--- src/rtl/uart_pkg.sv ---
// Shared UART definitions: FSM state encoding, parity constants and parity helper.
// Also used by the parametrised RX path.
package uart_pkg;

   localparam int MAX_DATA_WID = 9;

   localparam logic PAR_EVEN = 1'b0;
   localparam logic PAR_ODD  = 1'b1;

   typedef enum logic [2:0] {
      IDLE,
      START,
      DATA,
      PARITY,
      STOP
   } state_e;

   // Narrower words must be zero-extended by the caller; padding zeros do not change the XOR.
   function automatic logic parity_bit(input logic [MAX_DATA_WID-1:0] data, input logic typ);
      logic p;
      logic r;
      p = ^data;
      case (typ)
         PAR_EVEN: r = p;
         PAR_ODD:  r = ~p;
         default:  r = p;
      endcase
      return r;
   endfunction

endpackage

--- src/rtl/uart_tx_cfg_if.sv ---
// Word handshake, frame configuration and serial/status signals of the configurable UART TX.
interface uart_tx_cfg_if #(
   parameter int DATA_WID = 8,
   parameter int DIV_WID  = 16
) ();

   logic [DATA_WID-1:0] s_data;
   logic                s_valid;
   logic                s_ready;
   logic                par_en;
   logic                par_typ;
   logic                stop2;
   logic [DIV_WID-1:0]  baud_div;
   logic                busy;
   logic                frame_done;
   logic                tx_out;

   modport master (
      output s_data, s_valid, par_en, par_typ, stop2, baud_div,
      input  s_ready, busy, frame_done, tx_out
   );

   modport slave (
      input  s_data, s_valid, par_en, par_typ, stop2, baud_div,
      output s_ready, busy, frame_done, tx_out
   );

endinterface

--- src/rtl/uart_baud_cnt.sv ---
// Reload/terminal-count bit-period divider: bit_end_o is high on the last clock of each bit.
// A zero divisor is treated as one clock per bit.
module uart_baud_cnt #(
   parameter int DIV_WID = 16
) (
   input  logic               clk,
   input  logic               rst,
   input  logic               load_i,
   input  logic               en_i,
   input  logic [DIV_WID-1:0] div_i,
   output logic               bit_end_o
);

   logic [DIV_WID-1:0] div_q, div_d;
   logic [DIV_WID-1:0] cnt_q, cnt_d;

   always_comb begin
      div_d = div_q;
      cnt_d = cnt_q;
      if (load_i) begin
         div_d = (div_i == '0) ? DIV_WID'(1) : div_i;
         cnt_d = div_d - 1'b1;
      end else if (en_i) begin
         if (cnt_q == '0) begin
            cnt_d = div_q - 1'b1;
         end else begin
            cnt_d = cnt_q - 1'b1;
         end
      end
   end

   always_ff @(posedge clk or posedge rst) begin
      if (rst) begin
         div_q <= DIV_WID'(1);
         cnt_q <= '0;
      end else begin
         div_q <= div_d;
         cnt_q <= cnt_d;
      end
   end

   assign bit_end_o = (cnt_q == '0);

endmodule

--- src/rtl/uart_tx_cfg.sv ---
// Configurable UART transmitter: start, DATA_WID data bits LSB first, optional parity,
// one or two stop bits; frame settings are captured when the word is accepted.
module uart_tx_cfg
   import uart_pkg::*;
#(
   parameter int DATA_WID = 8,
   parameter int DIV_WID  = 16
) (
   input  logic          clk,
   input  logic          rst,
   uart_tx_cfg_if.slave  bus
);

   localparam int             BCW      = $clog2(DATA_WID);
   localparam logic [BCW-1:0] LAST_BIT = BCW'(DATA_WID - 1);

   state_e              state_q, state_d;
   logic [DATA_WID-1:0] shift_q, shift_d;
   logic [BCW-1:0]      bit_cnt_q, bit_cnt_d;
   logic                stop_cnt_q, stop_cnt_d;
   logic                par_en_q, par_en_d;
   logic                stop2_q, stop2_d;
   logic                par_bit_q, par_bit_d;
   logic                tx_q, tx_d;
   logic                rdy_q;
   logic                accept;
   logic                bit_end;
   logic                last_stop;

   // rdy_q keeps the source stalled while reset is held, and opens on the first clock after.
   assign bus.s_ready = rdy_q && (state_q == IDLE);
   assign accept      = bus.s_valid && bus.s_ready;

   uart_baud_cnt #(
      .DIV_WID (DIV_WID)
   ) u_baud (
      .clk       (clk),
      .rst       (rst),
      .load_i    (accept),
      .en_i      (state_q != IDLE),
      .div_i     (bus.baud_div),
      .bit_end_o (bit_end)
   );

   assign last_stop = (state_q == STOP) && bit_end && !(stop2_q && !stop_cnt_q);

   always_comb begin
      state_d    = state_q;
      shift_d    = shift_q;
      bit_cnt_d  = bit_cnt_q;
      stop_cnt_d = stop_cnt_q;
      par_en_d   = par_en_q;
      stop2_d    = stop2_q;
      par_bit_d  = par_bit_q;

      case (state_q)
         IDLE: begin
            if (accept) begin
               state_d    = START;
               shift_d    = bus.s_data;
               par_en_d   = bus.par_en;
               stop2_d    = bus.stop2;
               par_bit_d  = parity_bit(MAX_DATA_WID'(bus.s_data), bus.par_typ);
               bit_cnt_d  = '0;
               stop_cnt_d = 1'b0;
            end
         end
         START: begin
            if (bit_end) state_d = DATA;
         end
         DATA: begin
            if (bit_end) begin
               shift_d = shift_q >> 1;
               if (bit_cnt_q == LAST_BIT) begin
                  state_d = par_en_q ? PARITY : STOP;
               end else begin
                  bit_cnt_d = bit_cnt_q + 1'b1;
               end
            end
         end
         PARITY: begin
            if (bit_end) state_d = STOP;
         end
         STOP: begin
            if (bit_end) begin
               if (last_stop) state_d = IDLE;
               else           stop_cnt_d = 1'b1;
            end
         end
         default: state_d = IDLE;
      endcase

      // Line level is decided from the next state so TX_OUT changes together with the state.
      case (state_d)
         START:   tx_d = 1'b0;
         DATA:    tx_d = shift_d[0];
         PARITY:  tx_d = par_bit_q;
         default: tx_d = 1'b1;
      endcase
   end

   always_ff @(posedge clk or posedge rst) begin
      if (rst) begin
         state_q    <= IDLE;
         shift_q    <= '0;
         bit_cnt_q  <= '0;
         stop_cnt_q <= 1'b0;
         par_en_q   <= 1'b0;
         stop2_q    <= 1'b0;
         par_bit_q  <= 1'b0;
         tx_q       <= 1'b1;
         rdy_q      <= 1'b0;
      end else begin
         state_q    <= state_d;
         shift_q    <= shift_d;
         bit_cnt_q  <= bit_cnt_d;
         stop_cnt_q <= stop_cnt_d;
         par_en_q   <= par_en_d;
         stop2_q    <= stop2_d;
         par_bit_q  <= par_bit_d;
         tx_q       <= tx_d;
         rdy_q      <= 1'b1;
      end
   end

   assign bus.busy       = (state_q != IDLE);
   assign bus.frame_done = last_stop;
   assign bus.tx_out     = tx_q;

endmodule

--- src/flat_wrapper.sv ---
// flat-port wrapper written by rule: the top's interface ports become plain ports
module uart_tx_cfg_flat import uart_pkg::*;
#(
   parameter int DATA_WID = 8,
   parameter int DIV_WID  = 16
)
  (clk, rst, bus_s_data, bus_s_valid, bus_par_en, bus_par_typ, bus_stop2, bus_baud_div, bus_s_ready, bus_busy, bus_frame_done, bus_tx_out);
  uart_tx_cfg_if #(.DATA_WID(DATA_WID), .DIV_WID(DIV_WID)) bus_i ();
  input  logic clk;
  input  logic rst;
  input wire logic [$bits(bus_i.s_data)-1:0] bus_s_data;
  input wire logic [$bits(bus_i.s_valid)-1:0] bus_s_valid;
  input wire logic [$bits(bus_i.par_en)-1:0] bus_par_en;
  input wire logic [$bits(bus_i.par_typ)-1:0] bus_par_typ;
  input wire logic [$bits(bus_i.stop2)-1:0] bus_stop2;
  input wire logic [$bits(bus_i.baud_div)-1:0] bus_baud_div;
  output wire logic [$bits(bus_i.s_ready)-1:0] bus_s_ready;
  output wire logic [$bits(bus_i.busy)-1:0] bus_busy;
  output wire logic [$bits(bus_i.frame_done)-1:0] bus_frame_done;
  output wire logic [$bits(bus_i.tx_out)-1:0] bus_tx_out;
  assign bus_i.s_data = bus_s_data;
  assign bus_i.s_valid = bus_s_valid;
  assign bus_i.par_en = bus_par_en;
  assign bus_i.par_typ = bus_par_typ;
  assign bus_i.stop2 = bus_stop2;
  assign bus_i.baud_div = bus_baud_div;
  assign bus_s_ready = bus_i.s_ready;
  assign bus_busy = bus_i.busy;
  assign bus_frame_done = bus_i.frame_done;
  assign bus_tx_out = bus_i.tx_out;
  uart_tx_cfg #(.DATA_WID(DATA_WID), .DIV_WID(DIV_WID)) u_core (.clk(clk), .rst(rst), .bus(bus_i));
endmodule
--- config.mk ---
export PLATFORM = sky130hd
export DESIGN_NAME = uart_tx_cfg_flat
export DESIGN_NICKNAME = d
export VERILOG_FILES = /design/src/rtl/uart_pkg.sv /design/src/rtl/uart_tx_cfg_if.sv /design/src/rtl/uart_baud_cnt.sv /design/src/rtl/uart_tx_cfg.sv /design/src/flat_wrapper.sv
export SDC_FILE = /design/constraint.sdc
export NUM_CORES = 1
export LEC_CHECK = 0
export BUFFER_PORTS_ARGS = -buffer_cell sky130_fd_sc_hd__buf_2
export CAP_MARGIN = 10
export CORE_UTILIZATION = 43
export CTS_CLUSTER_SIZE = 20
export DETAILED_ROUTE_END_ITERATION = 8
export PLACE_DENSITY = 0.62
export SYNTH_ARGS = -nofsm -noshare
export SYNTH_HDL_FRONTEND = slang
export SYNTH_SLANG_ARGS = --single-unit
--- constraint.sdc ---
create_clock -name clk -period 3.64 [get_ports clk]
set_input_delay 0.728 -clock clk [delete_from_list [all_inputs] [get_ports clk]]
set_output_delay 0.728 -clock clk [all_outputs]
set_load 0.005 [all_outputs]
==> summary.md <==
| Metric | Value |
|---|---|
| DR DRC count | 0 |
| Most common cell in the synthesized netlist | nand2_1 |
| WP data required | 3780 ps |
| DP Cell Count | 426 |
| Detailed Routing Iterations Pass 1 | 4 |
| WL/cell | 15.5 um |
| CP max FO | 17 |
| Yosys reg bits | 52 |
| Leakage power | 1.49 nW |
| Critical path class | reg2reg |
| Final period utilization | 0.874 |
| Root Buffer | clkbuf_8 |
| Die area | 7080 um^2 |
| Grt ovf | 0 |
| Clk_lat worst skew | 300 ps |
| Syn Nets | 359 |
| Synthesized cell area | 2900 um^2 |
| Post-synth cell types | 56 |
| Site Rows | 29 |
| Worst VDD drop | 0.000154 V |
| Status | finished, final reports clean |
| Post-DP Area | 3130 um^2 |
| Tmin final | 3180 ps |
| Layout cells sized above 1 | 0.162 |
| RD Place Congestion | 0.824 |
| Die H | 84.2 um |
| CTS sink cnt | 52 |
| R2R setup slack | 460 ps |
| Initial core utilization | 0.452 |
| First-pass GRT wire length | 11,600 um |
| Postcts setup bufs | 0 |
| CP Capture Type | flop |
| Vias | 2,413 |
| Initial antenna violation count | 0 |
| Endpoints failing setup | 0 |
| Drt initial violations | 140 |
| Final instance area | 3240 um^2 |
| Global-route usage over all layers | 0.207 |
| Fin. max-slew vios | 0 |
| PortBufs | 33 |
| Ys async rst share | 1.00 |
| Largest net degree at the start of global routing | 37 |
| Fmax | 314 MHz |
| Core region area | 6420 um^2 |
| Met1 track demand over resource | 0.263 |
| Met2 usage | 0.361 |
| PwrDens | 319 nW/um^2 |
| Setup_tns | 0 ps |
| Startpoint types | flop |
| Nets@finish | 389 |
| Width of the chip | 84.2 um |
| Routing usage on met3 | 0.0374 |
| Max Root-Sink Buffers | 2 |
| Total Wirelength | 6740 um |
| Synth Flop Type | dfrtp_1 |
| Worst EP arrival | 3320 ps |
| Ant diodes | 0 |
| Max H-tree Level | 2 |
| Post-CTS sizing | 0 |
| Final Hold Violating Endpoints | 0 |
| Post-DP HPWL | 4970 um |
| Number of I/O pins | 34 |
| Gate Count Post-Synth | 326 |
| Clk_skew | 7.26 ps |
| Hold_buf cts | 0 |
| Vias in the first global route | 2,443 |
| CTS clock-pin slew for the worst setup and hold paths | 100 ps |
| RSZ-0062 raised after global routing | false |
| Gr busiest metal | met2 |
| Commonest cells in the netlist | nand2_1, dfrtp_1, nor2_1, o21ai_0 |
| Vias per cell | 5.56 |
| Final std cells w/o fill | 434 |
| Hold Path Class | reg2reg |
| Clock buffer count from CTS | 5 |
| Post-DRT Antenna Nets | 0 |
| P&R area growth vs syn | 11.7% |
| Measured slew at the worst slew-check pin | 1130 ps |
| Synth warn | 0 |
| Post-synthesis sequential area ratio | 0.449 |
| Yosys top cell area share | 0.431 |
| Slew HR | 0.241 |
| # Max-Cap Violations | 0 |
| CTS tree | yes |
| Synth area leaders | dfrtp_1, nand2_1, xnor2_1 |
| Synthesized area per cell | 8.90 um^2 |
| Dominant cell type by area after synthesis | dfrtp_1 |
| Post-synth EDFFs | 0 |
==> area by class of cell <==
| cell class | count | area (um^2) |
|---|---|---|
| Clock buffer | 5 | 68.8 |
| Clock inverter | 3 | 42.5 |
| Fill cell | 621 | 3180 |
| Inverter | 14 | 52.6 |
| Multi-Input combinational cell | 245 | 1480 |
| Sequential cell | 52 | 1300 |
| Tap cell | 77 | 96.3 |
| Timing Repair Buffer | 38 | 203 |
==> flip-flops by register name, indices dropped and copies added (netlist names) <==
register / count
u_core.u_baud.cnt_q: 16
u_core.u_baud.div_q: 16
u_core.shift_q: 8
u_core.bit_cnt_q: 3
u_core.state_q: 3
u_core.bus.tx_out: 1
u_core.par_bit_q: 1
u_core.par_en_q: 1
u_core.rdy_q: 1
u_core.stop2_q: 1
u_core.stop_cnt_q: 1
==> placed cells by master (no fill, tap or decap), types with 4 or more instances in the layout <==
cell type | synthesis | routed
nand2_1 | 73 | 73
clkbuf_8 | 0 | 5
nor2_1 | 22 | 22
nor4_1 | 4 | 4
a211o_1 | 6 | 6
inv_1 | 14 | 13
nor3_1 | 11 | 11
mux2i_1 | 4 | 4
nand3_1 | 5 | 5
a222oi_1 | 7 | 7
xor2_1 | 5 | 5
o21ai_0 | 22 | 22
dfrtp_1 | 50 | 50
buf_4 | 1 | 5
a21oi_1 | 16 | 16
xnor2_1 | 16 | 16
buf_2 | 3 | 33
==> per-layer routing <==
metal | up-vias | wire, um
met5 | - | 0
met4 | 0 | 108
met3 | 11 | 190
met2 | 37 | 3320
met1 | 1167 | 3120
li1 | 1198 | -
==> worst max-delay path, stage by stage (launching register included) <==
cell,delay (ps)
dfrtp_1,480
nor3_4,430
and3_1,590
buf_4,330
mux2i_1,260
o211a_1,220
nand4_1,180
nor3_1,260
xor2_1,170
o21ai_0,80
==> report_power, final <==
group          internal [W]  switching [W]
Combinational     0.0000242      0.0000331
Clock              0.000204       0.000194
Sequential         0.000578    0.000000777
Total              0.000806       0.000228
==> worst paths after layout <==
kind | startpoint | to | cells after the start
max | u_core.state_q[2] | u_core.u_baud.cnt_q[12] | 9
min | u_core.u_baud.div_q[1] | u_core.u_baud.div_q[1] | 2
max reg2reg | u_core.state_q[2] | u_core.u_baud.cnt_q[12] | 9
min reg2reg | u_core.u_baud.div_q[1] | u_core.u_baud.div_q[1] | 2
max in group asynchronous | rst | u_core.u_baud.cnt_q[9] | 3
min in group asynchronous | rst | u_core.shift_q[4] | 2
==> stage by stage <==
| stage | worst slack (ps) | utilization | power [W] | hold WS [ps] |
|---|---|---|---|---|
| floorplan | 1020 | - | 0.000617 | 432 |
| global placement | 632 | 0.487 | 0.000648 | 465 |
| detailed placement | 531 | 0.487 | 0.000649 | 462 |
| CTS | 483 | 0.505 | 0.00105 | 485 |
| global route | 173 | 0.505 | 0.00108 | 515 |
| finish | 458 | 0.505 | 0.00103 | 481 |
==> kinds of logic (layout without fill, tap and decap cells) <==
group,count (synthesis),count (layout),share of synthesized area
simple gates,137,137,0.222
compound gates,78,78,0.191
flops,52,52,0.449
buf+inv,29,60,0.0427
xor+xnor,21,21,0.0634
mux,5,5,0.0177
fa+ha+maj,3,3,0.0129
other cells,1,1,0.00129
Note: power is estimated with default switching activity, not from simulation.
